**src/rtl/mem_dma_pkg.sv**
```systemverilog
// Shared definitions for the word-copy / word-fill DMA engine.
package mem_dma_pkg;

   // Default number of words in the attached memory.
   localparam int MEM_DEPTH = 256;

   // Width of the internal word pointers.
   localparam int ADDR_W = 8;

   // Engine states. READ fetches one source word and WRITE stores one
   // destination word.
   typedef enum logic [1:0] {
      IDLE  = 2'd0,
      READ  = 2'd1,
      WRITE = 2'd2,
      DONE  = 2'd3
   } state_t;

   // Advances a word pointer and wraps it back to 0 after the last word.
   function automatic logic [ADDR_W-1:0] ptr_inc(input logic [ADDR_W-1:0] ptr,
                                                 input int depth);
      logic [ADDR_W-1:0] nxt;
      if (int'(ptr) == depth - 1) nxt = '0;
      else                        nxt = ptr + 1'b1;
      return nxt;
   endfunction

endpackage

```
**src/rtl/mem_dma.sv**
```systemverilog
// Single-channel DMA engine for a small word memory.
// Copy mode moves one word every two cycles (READ then WRITE). It always
// copies forward, so an overlapping destination replicates source data.
// Fill mode writes fill_value once per cycle.
module mem_dma
   import mem_dma_pkg::*;
#(
   parameter int MEM_DEPTH = mem_dma_pkg::MEM_DEPTH,
   parameter int LEN_W     = 9
) (
   input  logic             clk,
   input  logic             rst_n,
   input  logic             start,
   input  logic             mode,
   input  logic [15:0]      src_addr,
   input  logic [15:0]      dst_addr,
   input  logic [LEN_W-1:0] length,
   input  logic [15:0]      fill_value,
   output logic             busy,
   output logic             done,
   output logic [LEN_W-1:0] words_done,
   output logic             mem_we,
   output logic [15:0]      mem_address,
   output logic [15:0]      mem_data_in,
   input  logic [15:0]      mem_data_out
);

   localparam logic [LEN_W-1:0] LEN_MAX = LEN_W'(MEM_DEPTH);

   state_t            state_reg,   state_next;
   logic              mode_reg,    mode_next;
   logic [ADDR_W-1:0] src_ptr_reg, src_ptr_next;
   logic [ADDR_W-1:0] dst_ptr_reg, dst_ptr_next;
   logic [LEN_W-1:0]  len_reg,     len_next;
   logic [LEN_W-1:0]  cnt_reg,     cnt_next;
   logic [15:0]       data_reg,    data_next;
   logic [15:0]       fill_reg,    fill_next;

   logic [LEN_W-1:0]  len_sat;
   logic [LEN_W-1:0]  cnt_inc;

   assign len_sat    = (length > LEN_MAX) ? LEN_MAX : length;
   assign cnt_inc    = cnt_reg + 1'b1;
   assign words_done = cnt_reg;

   // State and transfer context registers. Reset clears everything at once, so a transfer is aborted.
   always_ff @(posedge clk or negedge rst_n) begin
      if (!rst_n) begin
         state_reg   <= IDLE;
         mode_reg    <= 1'b0;
         src_ptr_reg <= '0;
         dst_ptr_reg <= '0;
         len_reg     <= '0;
         cnt_reg     <= '0;
         data_reg    <= '0;
         fill_reg    <= '0;
      end else begin
         state_reg   <= state_next;
         mode_reg    <= mode_next;
         src_ptr_reg <= src_ptr_next;
         dst_ptr_reg <= dst_ptr_next;
         len_reg     <= len_next;
         cnt_reg     <= cnt_next;
         data_reg    <= data_next;
         fill_reg    <= fill_next;
      end
   end

   // Next-state logic and state-decoded memory interface outputs.
   always_comb begin
      state_next   = state_reg;
      mode_next    = mode_reg;
      src_ptr_next = src_ptr_reg;
      dst_ptr_next = dst_ptr_reg;
      len_next     = len_reg;
      cnt_next     = cnt_reg;
      data_next    = data_reg;
      fill_next    = fill_reg;
      busy         = 1'b1;
      done         = 1'b0;
      mem_we       = 1'b0;
      mem_address  = '0;
      mem_data_in  = '0;

      unique case (state_reg)
         IDLE: begin
            busy = 1'b0;
            if (start) begin
               mode_next    = mode;
               src_ptr_next = src_addr[ADDR_W-1:0];
               dst_ptr_next = dst_addr[ADDR_W-1:0];
               len_next     = len_sat;
               fill_next    = fill_value;
               cnt_next     = '0;
               if (len_sat == '0) state_next = DONE;
               else if (mode)     state_next = WRITE;
               else               state_next = READ;
            end
         end
         READ: begin
            mem_address = {{(16-ADDR_W){1'b0}}, src_ptr_reg};
            data_next   = mem_data_out;
            state_next  = WRITE;
         end
         WRITE: begin
            mem_we       = 1'b1;
            mem_address  = {{(16-ADDR_W){1'b0}}, dst_ptr_reg};
            mem_data_in  = mode_reg ? fill_reg : data_reg;
            src_ptr_next = ptr_inc(src_ptr_reg, MEM_DEPTH);
            dst_ptr_next = ptr_inc(dst_ptr_reg, MEM_DEPTH);
            cnt_next     = cnt_inc;
            if (cnt_inc == len_reg) state_next = DONE;
            else if (mode_reg)      state_next = WRITE;
            else                    state_next = READ;
         end
         DONE: begin
            done       = 1'b1;
            state_next = IDLE;
         end
         default: state_next = IDLE;
      endcase
   end

endmodule

```
**config.mk**
```make
export PLATFORM = sky130hd
export DESIGN_NAME = mem_dma
export DESIGN_NICKNAME = d
export VERILOG_FILES = /design/src/rtl/mem_dma_pkg.sv /design/src/rtl/mem_dma.sv
export SDC_FILE = /design/constraint.sdc
export NUM_CORES = 1
export LEC_CHECK = 0
export CAP_MARGIN = 20
export CORE_MARGIN = 8
export CORE_UTILIZATION = 41
export CTS_CLUSTER_DIAMETER = 150
export DETAILED_ROUTE_END_ITERATION = 7
export HOLD_SLACK_MARGIN = 0.15
export PLACE_DENSITY = 0.75
export SETUP_SLACK_MARGIN = 0.2
export SYNTH_ARGS = -nofsm -noshare
export SYNTH_HDL_FRONTEND = slang
export SYNTH_SLANG_ARGS = --single-unit
```
**constraint.sdc**
```tcl
create_clock -name clk -period 3 [get_ports clk]
set_input_delay 0.6 -clock clk [delete_from_list [all_inputs] [get_ports clk]]
set_output_delay 0.6 -clock clk [all_outputs]
set_load 0.01 [all_outputs]
```
### Word level (Yosys, flattened, before mapping)

Index checks and enable logic that the tools add are counted.
W data, S select, Z words.

* word-level logic and storage cells: 45
* input bits: 77
* output and inout port bits: 44
* register bits: 69

* equal/unequal tests: 7
* add/subtract/negate cells: 3
* mux-type cells: 21
* reductions and logical operators: 5
* order comparisons: 1

Operator list (number)
* $pmux W8 S2: 3
* $mux W16: 2
* $mux W8: 4
* $mux W9: 2
* $pmux W9 S2: 1
* $add A8 B1 Y8 const B: 2
* $eq A8 B1 Y1 const B: 2
* $mux W2: 5
* $add A9 B1 Y9 const B: 1
* $eq A9 B9 Y1: 1
* $gt A9 B9 Y1 const B: 1
* $logic_not A9 Y1: 1
* $pmux W2 S4: 1
* $eq A2 B2 Y1 const B: 2
* $reduce_and A2 Y1: 2
* $mux W1: 3
* $eq A2 B1 Y1 const B: 1
* $logic_not A2 Y1: 1
* $ne A2 B2 Y1 const B: 1
* $reduce_bool A2 Y1: 1

### Longest topological paths before layout

Gate-level depths: netlist (run 1).

* word-level depth: 6
* depth in mapped cells: 8
* depth with buffers taken out: 7

### Least setup slack after synthesis (run 1)

No wires, ideal clock.

* path kind: register to output
* start: reg state_reg[0]
* end: out mem_data_in[10]
* stages on the path, launching flop included: 8
* arrival: 1717 ps
* path buffers: 3
* data required time: 2400 ps
* path slack: 683 ps
* cells stage by stage: dfrtp_1 -> inv_1 -> ha_1 -> clkbuf_1 -> inv_2 -> buf_1 -> buf_1 -> nor2_1

* word-level cells in the longest chain between the ends: 2

RTL lines
* start: declaration: RTL line mem_dma.sv:30 `state_t state_reg, state_next;`
* start signal: assignment: RTL line mem_dma.sv:58 `state_reg <= state_next;`
* $eq A2 B2 Y1: RTL line mem_dma.sv:85 `unique case (state_reg)`
* $mux W16: RTL line mem_dma.sv:85
* end: declaration: RTL line mem_dma.sv:24 `output logic [15:0] mem_data_in,`

No other way between the ends.

### Worst setup path in the final report (run 1)

* start: reg state_reg[0]
* end: out mem_data_in[4]

Same word-level chain as after synthesis.

==> metrics.log, run 1 <==
[metrics] DRC violations left: 0
[metrics] top-area cell type share of the netlist area: 0.442
[metrics] headroom to the max-slew limit: 0.652
[metrics] power density of the placed cells: 964 mW/mm^2
[metrics] Core ar.: 0.00924 mm^2
[metrics] post-route clock skew: 0.0106 ns
[metrics] Worst path max stage delay: 0.57 ns
[metrics] deepest clock path buffer count: 2
[metrics] Async S/R FF share, synth: 1.00
[metrics] total clock buffers created by CTS: 9
[metrics] Worst Setup SP: state_reg[0]
[metrics] CTS root buf: clkbuf_8
[metrics] number of rows created at floorplan: 35
[metrics] total global routing track utilization: 0.157
[metrics] average footprint of a synthesized cell: 9.59 um^2
[metrics] number of cells produced by synthesis: 407
[metrics] max cap viols: 0
[metrics] overflow left after global routing: 0
[metrics] Fmax: 0.372 GHz
[metrics] routed vias/inst: 5.25
[metrics] die width: 114 um
[metrics] ys flop type: dfrtp_1
[metrics] Final Hold Fails: 0
[metrics] clock tree from TritonCTS: done
[metrics] Slew Limit Fails: 0
[metrics] Area growth syn-to-layout: 33.7%
[metrics] leading cell type by number of instances after synthesis: dfrtp_1
[metrics] ratio of final minimum period to clock period: 0.897
[metrics] warning count from the yosys run: 0
[metrics] endpoint kind of the worst setup timing path: primary output
[metrics] I/O pins: 121
[metrics] CP max FO: 24
[metrics] number of levels the H-tree was split into: 3
[metrics] synth unique cells: 46
[metrics] share of post-route cells with drive strength above 1: 0.139
[metrics] critical hold path startpoint: data_reg[11]
[metrics] Sum Neg Setup Slack: 0 ns
[metrics] share of synthesized area occupied by flip-flops and latches: 0.442
[metrics] WP data required: 2.40 ns
[metrics] result of the run: complete, no violations
[metrics] final setup violation count: 0
[metrics] utilization after layout: 0.565
[metrics] CP Data Arrival Time: 2.09 ns
[metrics] antenna violations before repair: 0
[metrics] Hold WC Path Type: flop to flop
[metrics] Overall Power: 5.03 mW
[metrics] RSZ-0062 raised after global routing: false
[metrics] Pre-antenna DRT Iters: 4
[metrics] sum of buffers and inverters on the critical path: 3
[metrics] initial core utilization: 0.422
[metrics] sum of net half-perimeters after detailed placement: between 7000 and 8000 um
[metrics] Die Area: 0.0129 mm^2
[metrics] CP max-delay cell: clkdlybuf4s50_1
[metrics] largest vdd supply drop: 462 uV
[metrics] final antenna-violating net count: 0
[metrics] crit-path leading delay family: buffers and inverters
[metrics] EDFF count, synth: 0
[metrics] clock transition at the registers of the reported paths: 0.07 ns
[metrics] cells taking the most area after synthesis: dfrtp_1 44%, mux2_2 10%, mux2i_1 6.2%
[metrics] number of flip-flops and latches in the synthesized netlist: 69
[metrics] post-detailed-route wirelength per cell: between 15 and 20 um
[metrics] Final min period: 2.69 ns
[metrics] Vert. Die Dim: 114 um
[metrics] actual slew at the worst max-slew pin: 0.520 ns
[metrics] nets: 584
[metrics] wire length of the first global-routing pass: 16400 um
[metrics] GP Congestion: 0.869
[metrics] worst path cell trace: inv_1 -> ha_4 -> inv_4 -> nor2_1 -> clkdlybuf4s50_1
[metrics] number of global-route vias before repair: about 3400
[metrics] number of sinks driven by the clock tree: 69
[metrics] starting DRC count in detailed routing: 156
[metrics] Skew-Pair Late Insertion Delay: 0.35 ns
[metrics] critical path type: flop to primary output
[metrics] most instantiated cells after synthesis: 69 x dfrtp_1, 40 x o21ai_0, 35 x mux2_2
[metrics] quantity of I/O buffers inserted on ports: 96
[metrics] Reg2Reg Launch Point: words_done[0]
[metrics] cell area after synthesis: 0.00390 mm^2
[metrics] largest net degree at the start of global routing: 62
[metrics] dominant cell type by area after synthesis: dfrtp_1
[metrics] Setup crit start kind: flop
[metrics] standby leakage power: 2.10 nW
[metrics] aggregate routed wire length: 10100 um
[metrics] via count: 3328
[metrics] number of antenna diodes: 0
-- placed cells by master, fill, tap and decap left out, types with 8 or more instances in the layout --
master	netlist	final
clkdlybuf4s50_1	0	95
dfrtp_1	69	69
o21ai_0	40	40
mux2_2	35	35
nor2_1	34	34
nand2_1	28	28
mux2i_1	24	24
a21oi_1	17	17
nand3_1	12	12
inv_1	11	11
buf_4	8	10
a22oi_1	9	9
nor2b_1	9	9
nand2b_1	9	9
clkbuf_8	0	9
and3_1	8	8
nor3_1	8	8
conb_1	1	8
-- stage by stage --
| stage | std cells | hold WS, ns | setup WS, ns | cell area, um^2 |
|---|---|---|---|---|
| 3_3_place_gp | 617 | 0.469 | 0.356 | 4980 |
| 2_1_floorplan | 414 | 0.304 | 0.683 | 3930 |
| 5_1_grt | 634 | 0.528 | 0.227 | 5220 |
| 3_5_place_dp | 617 | 0.470 | 0.304 | 4980 |
| 6_report | 634 | 0.507 | 0.310 | 5220 |
| 4_1_cts | 634 | 0.511 | 0.236 | 5210 |
-- report_power, final --
group / switching (mW) / internal, mW / leakage [nW] / total [mW]
sequential: 0.379 / 1.36 / 0.841 / 1.74
clock: 0.367 / 0.467 / 0.0985 / 0.833
combinational: 1.19 / 1.27 / 1.16 / 2.46
total: 1.93 / 3.10 / 2.10 / 5.03
-- layout make-up --
cell class,instances,area [um^2]
sequential,69,1730
clock buffer,10,128
timing repair buffer,108,1060
fill,829,4020
multi-input combinational,300,2010
clock inverter,6,87.6
inverter,12,47.5
tap,129,161
-- final timing paths --
path	to	slack [ns]	cells past startpoint
setup / recovery	mem_data_in[4]	0.31	5
hold / removal	data_reg[11]	0.51	1
setup reg to reg	state_reg[0]	0.75	7
hold reg to reg	data_reg[11]	0.51	1
max in group asynchronous	words_done[4]	1.78	3
min in group asynchronous	data_reg[4]	0.63	2
-- cells by family after synthesis --
| kind of cell | count (synthesis) | share of synthesized area |
|---|---|---|
| muxes | 59 | 0.163 |
| xor gates and xnor gates | 10 | 0.0224 |
| buffers and inverters | 45 | 0.0538 |
| other | 1 | 0.000961 |
| adders and majority gates | 7 | 0.0224 |
| DFF | 69 | 0.442 |
| and+or+nand+nor | 124 | 0.158 |
| AOI/OAI and AO/OA | 92 | 0.138 |
-- timing repair --
item | CTS | global route
setup buffers | 0 | 0
hold buffers | 1 | 0
hold endpoints to repair | 8 | 0
gates resized for setup | 2 | 2
endpoints found under the setup margin | 22 | 23
-- metal layers --
layer / global-route usage / wire length [um] / vias to the layer above
met3: 0.0565 / 784 / 15
met1: 0.189 / 4440 / 1605
met5: 0 / 0 / -
li1: - / - / 1608
met2: 0.255 / 4750 / 100
met4: 0.0524 / 146 / 0
(Power assumes the default switching activity.)
==> run 2: changes to the inputs <==
--- a/config.mk
+++ b/config.mk
@@ -12,7 +12,6 @@
 export DETAILED_ROUTE_END_ITERATION = 7
 export HOLD_SLACK_MARGIN = 0.15
 export PLACE_DENSITY = 0.75
-export SETUP_SLACK_MARGIN = 0.2
 export SYNTH_ARGS = -nofsm -noshare
 export SYNTH_HDL_FRONTEND = slang
 export SYNTH_SLANG_ARGS = --single-unit
==> run 2 against run 1 <==
Utilization down 0.14 points. Total power down 0.54%. Final cell count unchanged. Combinational power about the same. Clock-buffer cell count unchanged. Register-to-register slack about the same. Via count down 0.51%. Highest routed layer unchanged.
==> metrics.log, run 2 (synthesized netlist as in run 1, its figures left out) <==
[metrics] CP Data Arrival Time: roughly 2.2 ns
[metrics] setup slack after placement: 0.304 ns
[metrics] Fmax: 0.361 GHz
[metrics] Post-Layout Cell Count: about 630
[metrics] via count: around 3300
[metrics] Final Hold Fails: 0
[metrics] Area growth syn-to-layout: 33.4%
[metrics] worst path cell trace: inv_1 -> ha_2 -> inv_4 -> nor2_1 -> clkdlybuf4s50_1
[metrics] CTS root buf: clkbuf_8
[metrics] largest vdd supply drop: 482 uV
[metrics] number of antenna diodes: 0
[metrics] Worst path max stage delay: 0.57 ns
[metrics] nets: 584
[metrics] met3 track demand over resource: 0.0565
[metrics] Pre-antenna DRT Iters: 5
[metrics] fraction of power consumed by combinational cells: 0.487
[metrics] clock tree from TritonCTS: done
[metrics] endpoint kind of the worst setup timing path: primary output
[metrics] number of levels the H-tree was split into: 3
[metrics] most congested layer reported by global routing: met2
[metrics] path depth of the worst reg2reg path: 7
[metrics] quantity of I/O buffers inserted on ports: 96
[metrics] Worst Setup SP: state_reg[0]
[metrics] critical path type: flop to primary output
[metrics] relative contribution of sequential cells to total power: 0.347
[metrics] overflow left after global routing: 0
[metrics] total clock buffers created by CTS: 9
[metrics] cell internal pwr: between 3 and 4 mW
[metrics] wire length of the first global-routing pass: between 15000 and 20000 um
[metrics] final setup violation count: 0
[metrics] Core ar.: 0.00924 mm^2
[metrics] max cap viols: 0
[metrics] final antenna-violating net count: 0
[metrics] post-detailed-route wirelength per cell: between 15 and 20 um
[metrics] critical register-to-register path endpoint: state_reg[0]
[metrics] CP max-delay cell: clkdlybuf4s50_1
[metrics] highest-count cells in the layout ignoring fill and taps: 95 x clkdlybuf4s50_1, 69 x dfrtp_1, 40 x o21ai_0
[metrics] routed vias/inst: around 5.2
[metrics] initial core utilization: 0.422
[metrics] Setup crit start kind: flop
[metrics] number of sinks driven by the clock tree: 69
[metrics] cell count of the worst hold path: 1
[metrics] net load switching power: 1.92 mW
[metrics] Reg2Reg Launch Point: words_done[0]
[metrics] CP max FO: 24
[metrics] Skew-Pair Late Insertion Delay: 0.35 ns
[metrics] WP data required: 2.40 ns
[metrics] Die Area: 0.0129 mm^2
[metrics] antenna violations before repair: 0
[metrics] number of rows created at floorplan: 35
[metrics] I/O pins: 121
[metrics] clock transition at the registers of the reported paths: 0.07 ns
[metrics] number of global-route vias before repair: 3363
[metrics] Setup WS post-layout: between 0.2 and 0.25 ns
[metrics] ratio of final minimum period to clock period: 0.923
[metrics] actual slew at the worst max-slew pin: 0.514 ns
[metrics] total of fill cells in the finished design: 830
[metrics] hold_ws: 0.507 ns
[metrics] Clock Power Share: 0.166
[metrics] Vert. Die Dim: 114 um
[metrics] power density of the placed cells: 961 mW/mm^2
[metrics] Inst Count DP: 617
[metrics] most common cell after layout, fill and taps aside: clkdlybuf4s50_1
[metrics] total global routing track utilization: 0.157
[metrics] deepest clock path buffer count: 2
[metrics] standby leakage power: 2.10 nW
[metrics] RSZ-0062 raised after global routing: false
[metrics] result of the run: complete, no violations
[metrics] DRC violations left: 0
[metrics] Sum Neg Setup Slack: 0 ns
[metrics] Slew Limit Fails: 0
[metrics] critical hold path startpoint: data_reg[11]
[metrics] post-CTS repair timing setup buffer count: 0
[metrics] headroom to the max-slew limit: 0.656
[metrics] share of total power consumed by net switching: 0.383
[metrics] GP Congestion: 0.869
[metrics] met1 Usage GRT: 0.189
[metrics] aggregate routed wire length: 10000 um
[metrics] global routing met2 resource utilization: 0.255
[metrics] post-route clock skew: 0.00915 ns
[metrics] starting DRC count in detailed routing: 166
[metrics] setup slack of the most critical reg-to-reg path: 0.76 ns
[metrics] Hold EP: data_reg[11]
[metrics] share of post-route cells with drive strength above 1: 0.137
[metrics] Hold WC Path Type: flop to flop
[metrics] die width: 114 um
[metrics] sum of net half-perimeters after detailed placement: 7350 um
[metrics] Final min period: 2.77 ns
[metrics] largest net degree at the start of global routing: 62
[run 2: cell types whose count changed in the layout (fill, tap and decap cells not counted)]
cell	before	now
ha_1	5	6
ha_4	1	0
[run 2: metal layers]
metal	vias to the layer above	part of all wire	wire, um
met1	1582	0.43	4360
met3	15	0.083	828
met2	105	0.47	4690
met4	0	0.014	145
li1	1609	-	-
met5	-	0	0
[run 2: power groups by stage]
stage,Clock [mW],Sequential (mW),Combinational [mW]
2_1_floorplan,0,1.63,1.65
3_3_place_gp,0,1.73,2.38
3_5_place_dp,0,1.75,2.44
4_1_cts,0.846,1.74,2.46
5_1_grt,0.885,1.80,2.69
6_report,0.831,1.74,2.44
[run 2: worst max path at each step]
| stage | cells after the start | slack (ns) | to |
|---|---|---|---|
| detailed placement | 5 | 0.30 | mem_data_in[12] |
| global placement | 5 | 0.36 | mem_data_in[7] |
| global route | 5 | 0.11 | mem_data_in[4] |
| finish | 5 | 0.23 | mem_data_in[4] |
| floorplan | 7 | 0.68 | mem_data_in[10] |
| CTS | 5 | 0.14 | mem_data_in[5] |
[run 2: worst max-delay path, delay by kind of cell, from the launching register on]
kind | cells | cell delay (ns)
flops | 1 | 0.42
buf+inv | 3 | 0.86
simple gates | 1 | 0.17
fa+ha+maj | 1 | 0.37
[run 2: metrics by stage]
| step | instance area, um^2 | total power, mW | util |
|---|---|---|---|
| floorplan | 3930 | 3.28 | - |
| global placement | 4980 | 4.10 | 0.539 |
| detailed placement | 4980 | 4.19 | 0.539 |
| CTS | 5200 | 5.05 | 0.563 |
| global route | 5210 | 5.37 | 0.564 |
| finish | 5210 | 5.01 | 0.564 |
[run 2: layout make-up]
cell class / count / area [um^2] / area share
clock buffers: 10 / 128 / 0.0245
clock inverters: 6 / 87.6 / 0.0168
inverters: 12 / 47.5 / 0.00913
multi-input cells: 300 / 2000 / 0.383
flip-flops and latches: 69 / 1730 / 0.332
well taps: 129 / 161 / 0.0310
repair buffers: 108 / 1060 / 0.204
[run 2: timing repair]
action | 4_1_cts | 5_1_grt
setup endpoints to repair | 16 | 1
hold endpoints to repair | 8 | 0
resized for setup | 1 | 2
hold buffers | 1 | 0
==> run 3: changes to the inputs <==
--- a/config.mk
+++ b/config.mk
@@ -8,7 +8,7 @@
 export CAP_MARGIN = 20
 export CORE_MARGIN = 8
 export CORE_UTILIZATION = 41
-export CTS_CLUSTER_DIAMETER = 150
+export CTS_CLUSTER_DIAMETER = 50
 export DETAILED_ROUTE_END_ITERATION = 7
 export HOLD_SLACK_MARGIN = 0.15
 export PLACE_DENSITY = 0.75
==> results of run 3 <==
Same layout as run 2: the final DEF is identical, and so are final timing and power.
